--- src/rtl/seven_segment_reader.sv ---
// rtl/seven_segment_reader.sv - decodes a multiplexed two-digit seven-segment display back into BCD and binary frames
module seven_segment_reader #(
  parameter int SETTLE_CYCLES = 4,
  parameter int TIMEOUT       = 4096
) (
  input  logic       clk,
  input  logic       reset,
  input  logic [6:0] segments,
  input  logic       digit,
  output logic [3:0] tens,
  output logic [3:0] units,
  output logic [6:0] value,
  output logic       valid,
  output logic       err,
  output logic       stalled,
  output logic [7:0] frame_count
);

  localparam int CW = $clog2(SETTLE_CYCLES + 1);
  localparam int IW = $clog2(TIMEOUT + 1);

  logic [6:0]    seg_meta, s_seg, p_seg;
  logic          dig_meta, s_digit, p_digit;
  logic [CW-1:0] stable_cnt, stable_next;
  logic          captured;
  logic          digit_changed;
  logic          capture;
  logic [IW-1:0] idle_cnt, idle_next;
  logic          timeout_hit;
  logic          have_tens, have_units;
  logic [3:0]    hold_tens, hold_units;
  logic          err_pend;
  logic [3:0]    dec_val;
  logic          dec_ok;

  // Two-flop synchronizer on the display lines; the display is driven from another domain.
  always_ff @(posedge clk) begin
    if (reset) begin
      seg_meta <= 7'd0;
      s_seg    <= 7'd0;
      dig_meta <= 1'b0;
      s_digit  <= 1'b0;
    end else begin
      seg_meta <= segments;
      s_seg    <= seg_meta;
      dig_meta <= digit;
      s_digit  <= dig_meta;
    end
  end

  // Stability counter, digit-change detect, capture strobe and watchdog next-state.
  always_comb begin
    digit_changed = (s_digit != p_digit);
    stable_next   = '0;
    if ({s_seg, s_digit} == {p_seg, p_digit}) begin
      if (stable_cnt == CW'(SETTLE_CYCLES)) begin
        stable_next = stable_cnt;
      end else begin
        stable_next = stable_cnt + CW'(1);
      end
    end
    // A digit change re-arms capture in the same cycle so SETTLE_CYCLES=1 still works.
    capture = (!captured || digit_changed) && (stable_next == CW'(SETTLE_CYCLES - 1));
    idle_next = '0;
    if (!digit_changed) begin
      if (idle_cnt == IW'(TIMEOUT)) begin
        idle_next = idle_cnt;
      end else begin
        idle_next = idle_cnt + IW'(1);
      end
    end
    timeout_hit = (idle_next == IW'(TIMEOUT));
  end

  // Segment pattern to BCD; a blank digit reads as zero so a suppressed leading tens decodes.
  always_comb begin
    dec_val = 4'd0;
    dec_ok  = 1'b1;
    case (s_seg)
      7'h3F: dec_val = 4'd0;
      7'h06: dec_val = 4'd1;
      7'h5B: dec_val = 4'd2;
      7'h4F: dec_val = 4'd3;
      7'h66: dec_val = 4'd4;
      7'h6D: dec_val = 4'd5;
      7'h7D: dec_val = 4'd6;
      7'h07: dec_val = 4'd7;
      7'h7F: dec_val = 4'd8;
      7'h6F: dec_val = 4'd9;
      7'h00: dec_val = 4'd0;
      default: dec_ok = 1'b0;
    endcase
  end

  // Previous synced sample, stability count and one-capture-per-phase flag.
  always_ff @(posedge clk) begin
    if (reset) begin
      p_seg      <= 7'd0;
      p_digit    <= 1'b0;
      stable_cnt <= '0;
      captured   <= 1'b0;
    end else begin
      p_seg      <= s_seg;
      p_digit    <= s_digit;
      stable_cnt <= stable_next;
      if (capture) begin
        captured <= 1'b1;
      end else if (digit_changed) begin
        captured <= 1'b0;
      end
    end
  end

  // Digit-line watchdog; stalled follows the saturated idle count.
  always_ff @(posedge clk) begin
    if (reset) begin
      idle_cnt <= '0;
      stalled  <= 1'b0;
    end else begin
      idle_cnt <= idle_next;
      stalled  <= timeout_hit;
    end
  end

  // Holding registers, frame assembly and output pulses; later assignments take priority.
  always_ff @(posedge clk) begin
    if (reset) begin
      have_tens   <= 1'b0;
      have_units  <= 1'b0;
      hold_tens   <= 4'd0;
      hold_units  <= 4'd0;
      tens        <= 4'd0;
      units       <= 4'd0;
      value       <= 7'd0;
      valid       <= 1'b0;
      err         <= 1'b0;
      err_pend    <= 1'b0;
      frame_count <= 8'd0;
    end else begin
      valid    <= 1'b0;
      err      <= err_pend;
      err_pend <= 1'b0;
      if (have_tens && have_units) begin
        tens        <= hold_tens;
        units       <= hold_units;
        value       <= {hold_tens, 3'b000} + {2'b00, hold_tens, 1'b0} + {3'b000, hold_units};
        valid       <= 1'b1;
        frame_count <= frame_count + 8'd1;
        have_tens   <= 1'b0;
        have_units  <= 1'b0;
      end
      if (timeout_hit && !capture) begin
        have_tens  <= 1'b0;
        have_units <= 1'b0;
      end
      if (capture) begin
        if (!dec_ok) begin
          err_pend   <= 1'b1;
          have_tens  <= 1'b0;
          have_units <= 1'b0;
        end else if (s_digit) begin
          hold_tens <= dec_val;
          have_tens <= 1'b1;
        end else begin
          hold_units <= dec_val;
          have_units <= 1'b1;
        end
      end
    end
  end

endmodule
--- config.mk ---
export PLATFORM = sky130hd
export DESIGN_NAME = seven_segment_reader
export DESIGN_NICKNAME = d
export VERILOG_FILES = /design/src/rtl/seven_segment_reader.sv
export SDC_FILE = /design/constraint.sdc
export NUM_CORES = 1
export LEC_CHECK = 0
export ABC_AREA = 1
export CAP_MARGIN = 5
export CORE_MARGIN = 2
export CORE_UTILIZATION = 35
export CTS_CLUSTER_SIZE = 25
export DETAILED_ROUTE_END_ITERATION = 10
export GPL_ROUTABILITY_DRIVEN = 0
export GPL_TIMING_DRIVEN = 1
export PLACE_DENSITY = 0.63
export SLEW_MARGIN = 20
export SYNTH_ARGS = -nofsm -noshare
export SYNTH_HDL_FRONTEND = slang
export SYNTH_SLANG_ARGS = --single-unit
export TNS_END_PERCENT = 5
--- constraint.sdc ---
create_clock -name clk -period 4.61 [get_ports clk]
set_input_delay 0.461 -clock clk [delete_from_list [all_inputs] [get_ports clk]]
set_output_delay 0.461 -clock clk [all_outputs]
set_load 0.02 [all_outputs]
==> PnR_summary.wiki <==
{| class="wikitable"
! Metric !! Value
|-
| Hold Vio Cnt, Final || 0
|-
| Longest Clk Path Bufs || 2
|-
| Slowest cell on the critical path || sky130_fd_sc_hd__fa_1
|-
| Post-cts resize count || 0
|-
| Chip Height || 104 µm
|-
| Worst setup path startpoint || hold_tens[2]
|-
| Standard cell area after detailed placement || 0.00394 mm²
|-
| Vias in the first global route || 2924
|-
| Worst IR drop on VDD || 0.000272 V
|-
| Number of endpoints failing setup at the final stage || 0
|-
| Headroom to the max-slew limit || between 50% and 60%
|-
| Worst setup endpoint || value[6]
|-
| Remaining design rule violation count || 0
|-
| Slew at the pin closest to its max-slew limit || approximately 0.74 ns
|-
| EDFF count, synth || 0
|-
| Count leader, synth || sky130_fd_sc_hd__nor2_1
|-
| Share of cells above drive strength 1 || 5.71%
|-
| Unrepaired setup endpoints after global routing || false
|-
| Total leakage power || about 1.8 nW
|-
| Critical path class || flip-flop to flip-flop
|-
| #FFs+latches synth || 77
|-
| Highest attainable clock frequency || roughly 500 MHz
|-
| Iteration-0 DRC count of the detailed router || around 110
|-
| Worst setup skew after layout || between 0.004 and 0.005 ns
|-
| Final critical-path share of the clock period || 43.2%
|-
| CTS root buffer || sky130_fd_sc_hd__clkbuf_8
|-
| Top post-synthesis cells by area || sky130_fd_sc_hd__dfxtp_1 (44%), sky130_fd_sc_hd__nor2_1 (12%), sky130_fd_sc_hd__nand2_1 (8.1%)
|-
| Effective utilization at floorplan || between 30% and 40%
|-
| Area growth syn-to-layout || 19.5%
|-
| Post-cts hold buffer count || 0
|-
| Hold Crit Class || flip-flop to flip-flop
|-
| # port buffers || 35
|-
| Synth cell count leaders || sky130_fd_sc_hd__nor2_1 (113), sky130_fd_sc_hd__dfxtp_1 (77), sky130_fd_sc_hd__nand2_1 (75)
|-
| Number of buffers inserted to repair setup after CTS || 0
|-
| Syn Std Cell Area || 0.00348 mm²
|-
| Cell variety after synth || 29
|-
| Ys Warns || 0
|-
| ANT nets after route || 0
|-
| Setup TNS Final || 0 ns
|-
| Wire length of the first global-routing pass || 12200 µm
|-
| Final instance count without filler cells || roughly 660
|-
| Synth Instances || 487
|-
| CP max stage delay || roughly 0.49 ns
|-
| Post-Synthesis Mean Instance Area || 7.14 µm²
|-
| Core Footprint || ~0.01 mm²
|-
| Endpoint of the most critical register-to-register path || value[6]
|-
| Final Max Slew Viols || 0
|-
| Cell repeated most along the worst path || sky130_fd_sc_hd__fa_1
|-
| Share of Yosys cell area claimed by the top area cell type || 44.3%
|-
| Total clock buffers created by CTS || 9
|-
| Total Nets Final || 545
|-
| Run status || finished clean
|-
| Startpoint type of the worst setup path || flip-flop
|-
| Wirelength, routed || between 6000 and 7000 µm
|-
| Pin count of the biggest net entering global routing || 51
|-
| Synthesized Nets || 511
|-
| Critical path, cell by cell || fa_1 > fa_1 > a21oi_1 > nor2_1 > o21ai_0 > a31oi_1
|-
| Vias || 3033
|-
| Floorplan die area || ~0.011 mm²
|-
| CP max FO || 4
|-
| Number of clock sinks || 77
|-
| Boundary pin count || 36
|-
| Clock tree from TritonCTS || done
|-
| Cell row count || 36
|-
| Total power draw || ~0.0013 W
|-
| Number of antenna violations at the first check in global routing || 0
|-
| Post-DR wirelength/cell || 10.3 µm
|-
| Length of the first detailed-routing pass in iterations || 5
|-
| Endpoint class of the critical path || flip-flop
|-
| Deepest level of the CTS H-tree || 3
|-
| Half-perimeter wire length after placement || 4970 µm
|-
| Fill cells || 988
|-
| Clock transition at the register clock pins on the worst setup and hold paths after CTS || approximately 0.07 ns
|-
| Worst hold slack || 0.402 ns
|-
| FF-to-FF path depth || 6
|-
| Total power density per cell area || roughly 320 mW/mm²
|-
| Sequential cell area || around 0.0015 mm²
|-
| Crit path DAT || 2.20 ns
|-
| Total Routing Usage GR || 13.6%
|-
| Post-route cell area || a little over 0.004 mm²
|-
| Most used flip-flop cell after synthesis || sky130_fd_sc_hd__dfxtp_1
|-
| Proportion of synthesized flip-flops having asynchronous set or reset || 0%
|-
| Congestion Overflow GR || 0
|-
| Period minus WS final || 1.99 ns
|-
| Reg2reg start || hold_tens[2]
|-
| Clk_lat worst skew || 0.34 ns
|-
| Worst reg-to-reg setup slack || 2.62 ns
|-
| Diodes inserted || 0
|-
| Chip width || 104 µm
|-
| Post-synth top area cell || sky130_fd_sc_hd__dfxtp_1
|-
| Post-Place Cells || 643
|-
| Sequential share of the synthesized area || 44.3%
|-
| Required time reported for the critical path endpoint || 4.82 ns
|-
| Vias per cell || 4.61
|-
| Max-cap check violation count || 0
|-
| Total area of multi-input combinational cells || 0.00161 mm²
|}
[where the power goes]
| group | switching (W) | internal, W | total (W) |
|---|---|---|---|
| registers | 0.00000890 | 0.000678 | 0.000687 |
| clock network | 0.000231 | 0.000316 | 0.000546 |
| logic | 0.0000494 | 0.0000318 | 0.0000812 |
| total | 0.000289 | 0.00103 | 0.00131 |
[state kept, by name, summed over array words and instances (netlist names), 3 cells and up]
| name | count |
|---|---|
| idle_cnt | 13 |
| frame_count | 8 |
| p_seg | 7 |
| s_seg | 7 |
| seg_meta | 7 |
| value | 6 |
| hold_tens | 4 |
| hold_units | 4 |
| tens | 4 |
| units | 4 |
| stable_cnt | 3 |
[layer usage]
layer / up-vias / track usage, % / wire length [µm]
met5: - / 0 / 0
met4: 0 / 6.47 / 117
met3: 10 / 3.65 / 300
met2: 67 / 22.1 / 3140
met1: 1370 / 16.7 / 3220
li1: 1586 / - / -
[through the flow]
stage	setup WS (ns)	util, %
2_1_floorplan	2.75	-
3_3_place_gp	2.67	40.5
3_5_place_dp	2.62	40.5
4_1_cts	2.61	42.7
5_1_grt	2.40	42.7
6_report	2.62	42.7
[area by class of cell]
type                            count  area share (%)
Clock inverter                      4            1.75
Sequential cell                    77            37.1
Inverter                           73            6.59
Clock buffer                       11            3.40
Tap cell                          133            4.00
Timing Repair Buffer               36            8.49
Multi-Input combinational cell    324            38.7
[worst max-delay path: cells and delay by family (launching register included)]
family,cells,cell delay (ns)
adder cells (fa/ha/maj),2,0.96
AO/OA/AOI/OAI,3,0.42
flip-flops,1,0.41
AND/OR/NAND/NOR,1,0.07
[how the worst min path moves through the flow]
stage | slack, ns | cells past startpoint | start | end
4_1_cts | 0.40 | 2 | seg_meta[4] | s_seg[4]
6_report | 0.40 | 2 | seg_meta[4] | s_seg[4]
5_1_grt | 0.42 | 2 | seg_meta[0] | s_seg[0]
2_1_floorplan | 0.39 | 2 | err_pend | err
3_3_place_gp | 0.39 | 2 | seg_meta[3] | s_seg[3]
3_5_place_dp | 0.39 | 2 | seg_meta[4] | s_seg[4]
[logic make-up after synthesis]
family	count (synthesis)	share of synthesized area [%]
simple gates	242	29.1
flops	77	44.3
fa+ha+maj	14	5.47
compound gates	57	8.64
xor+xnor	11	2.99
buf+inv	86	9.46
[cells in the final DEF (no fill, tap or decap), drive strengths merged, types with 3 or more instances in the layout]
| cell | count |
|---|---|
| nand2 | 75 |
| nand4 | 9 |
| nor2 | 120 |
| nor3 | 13 |
| inv | 71 |
| xnor2 | 9 |
| ha | 12 |
| clkdlybuf4s50 | 34 |
| dfxtp | 77 |
| clkinv | 3 |
| clkbuf | 11 |
| a21oi | 16 |
| o21ai | 35 |
| nand3 | 23 |
Note: power is estimated with default switching activity, not from simulation.
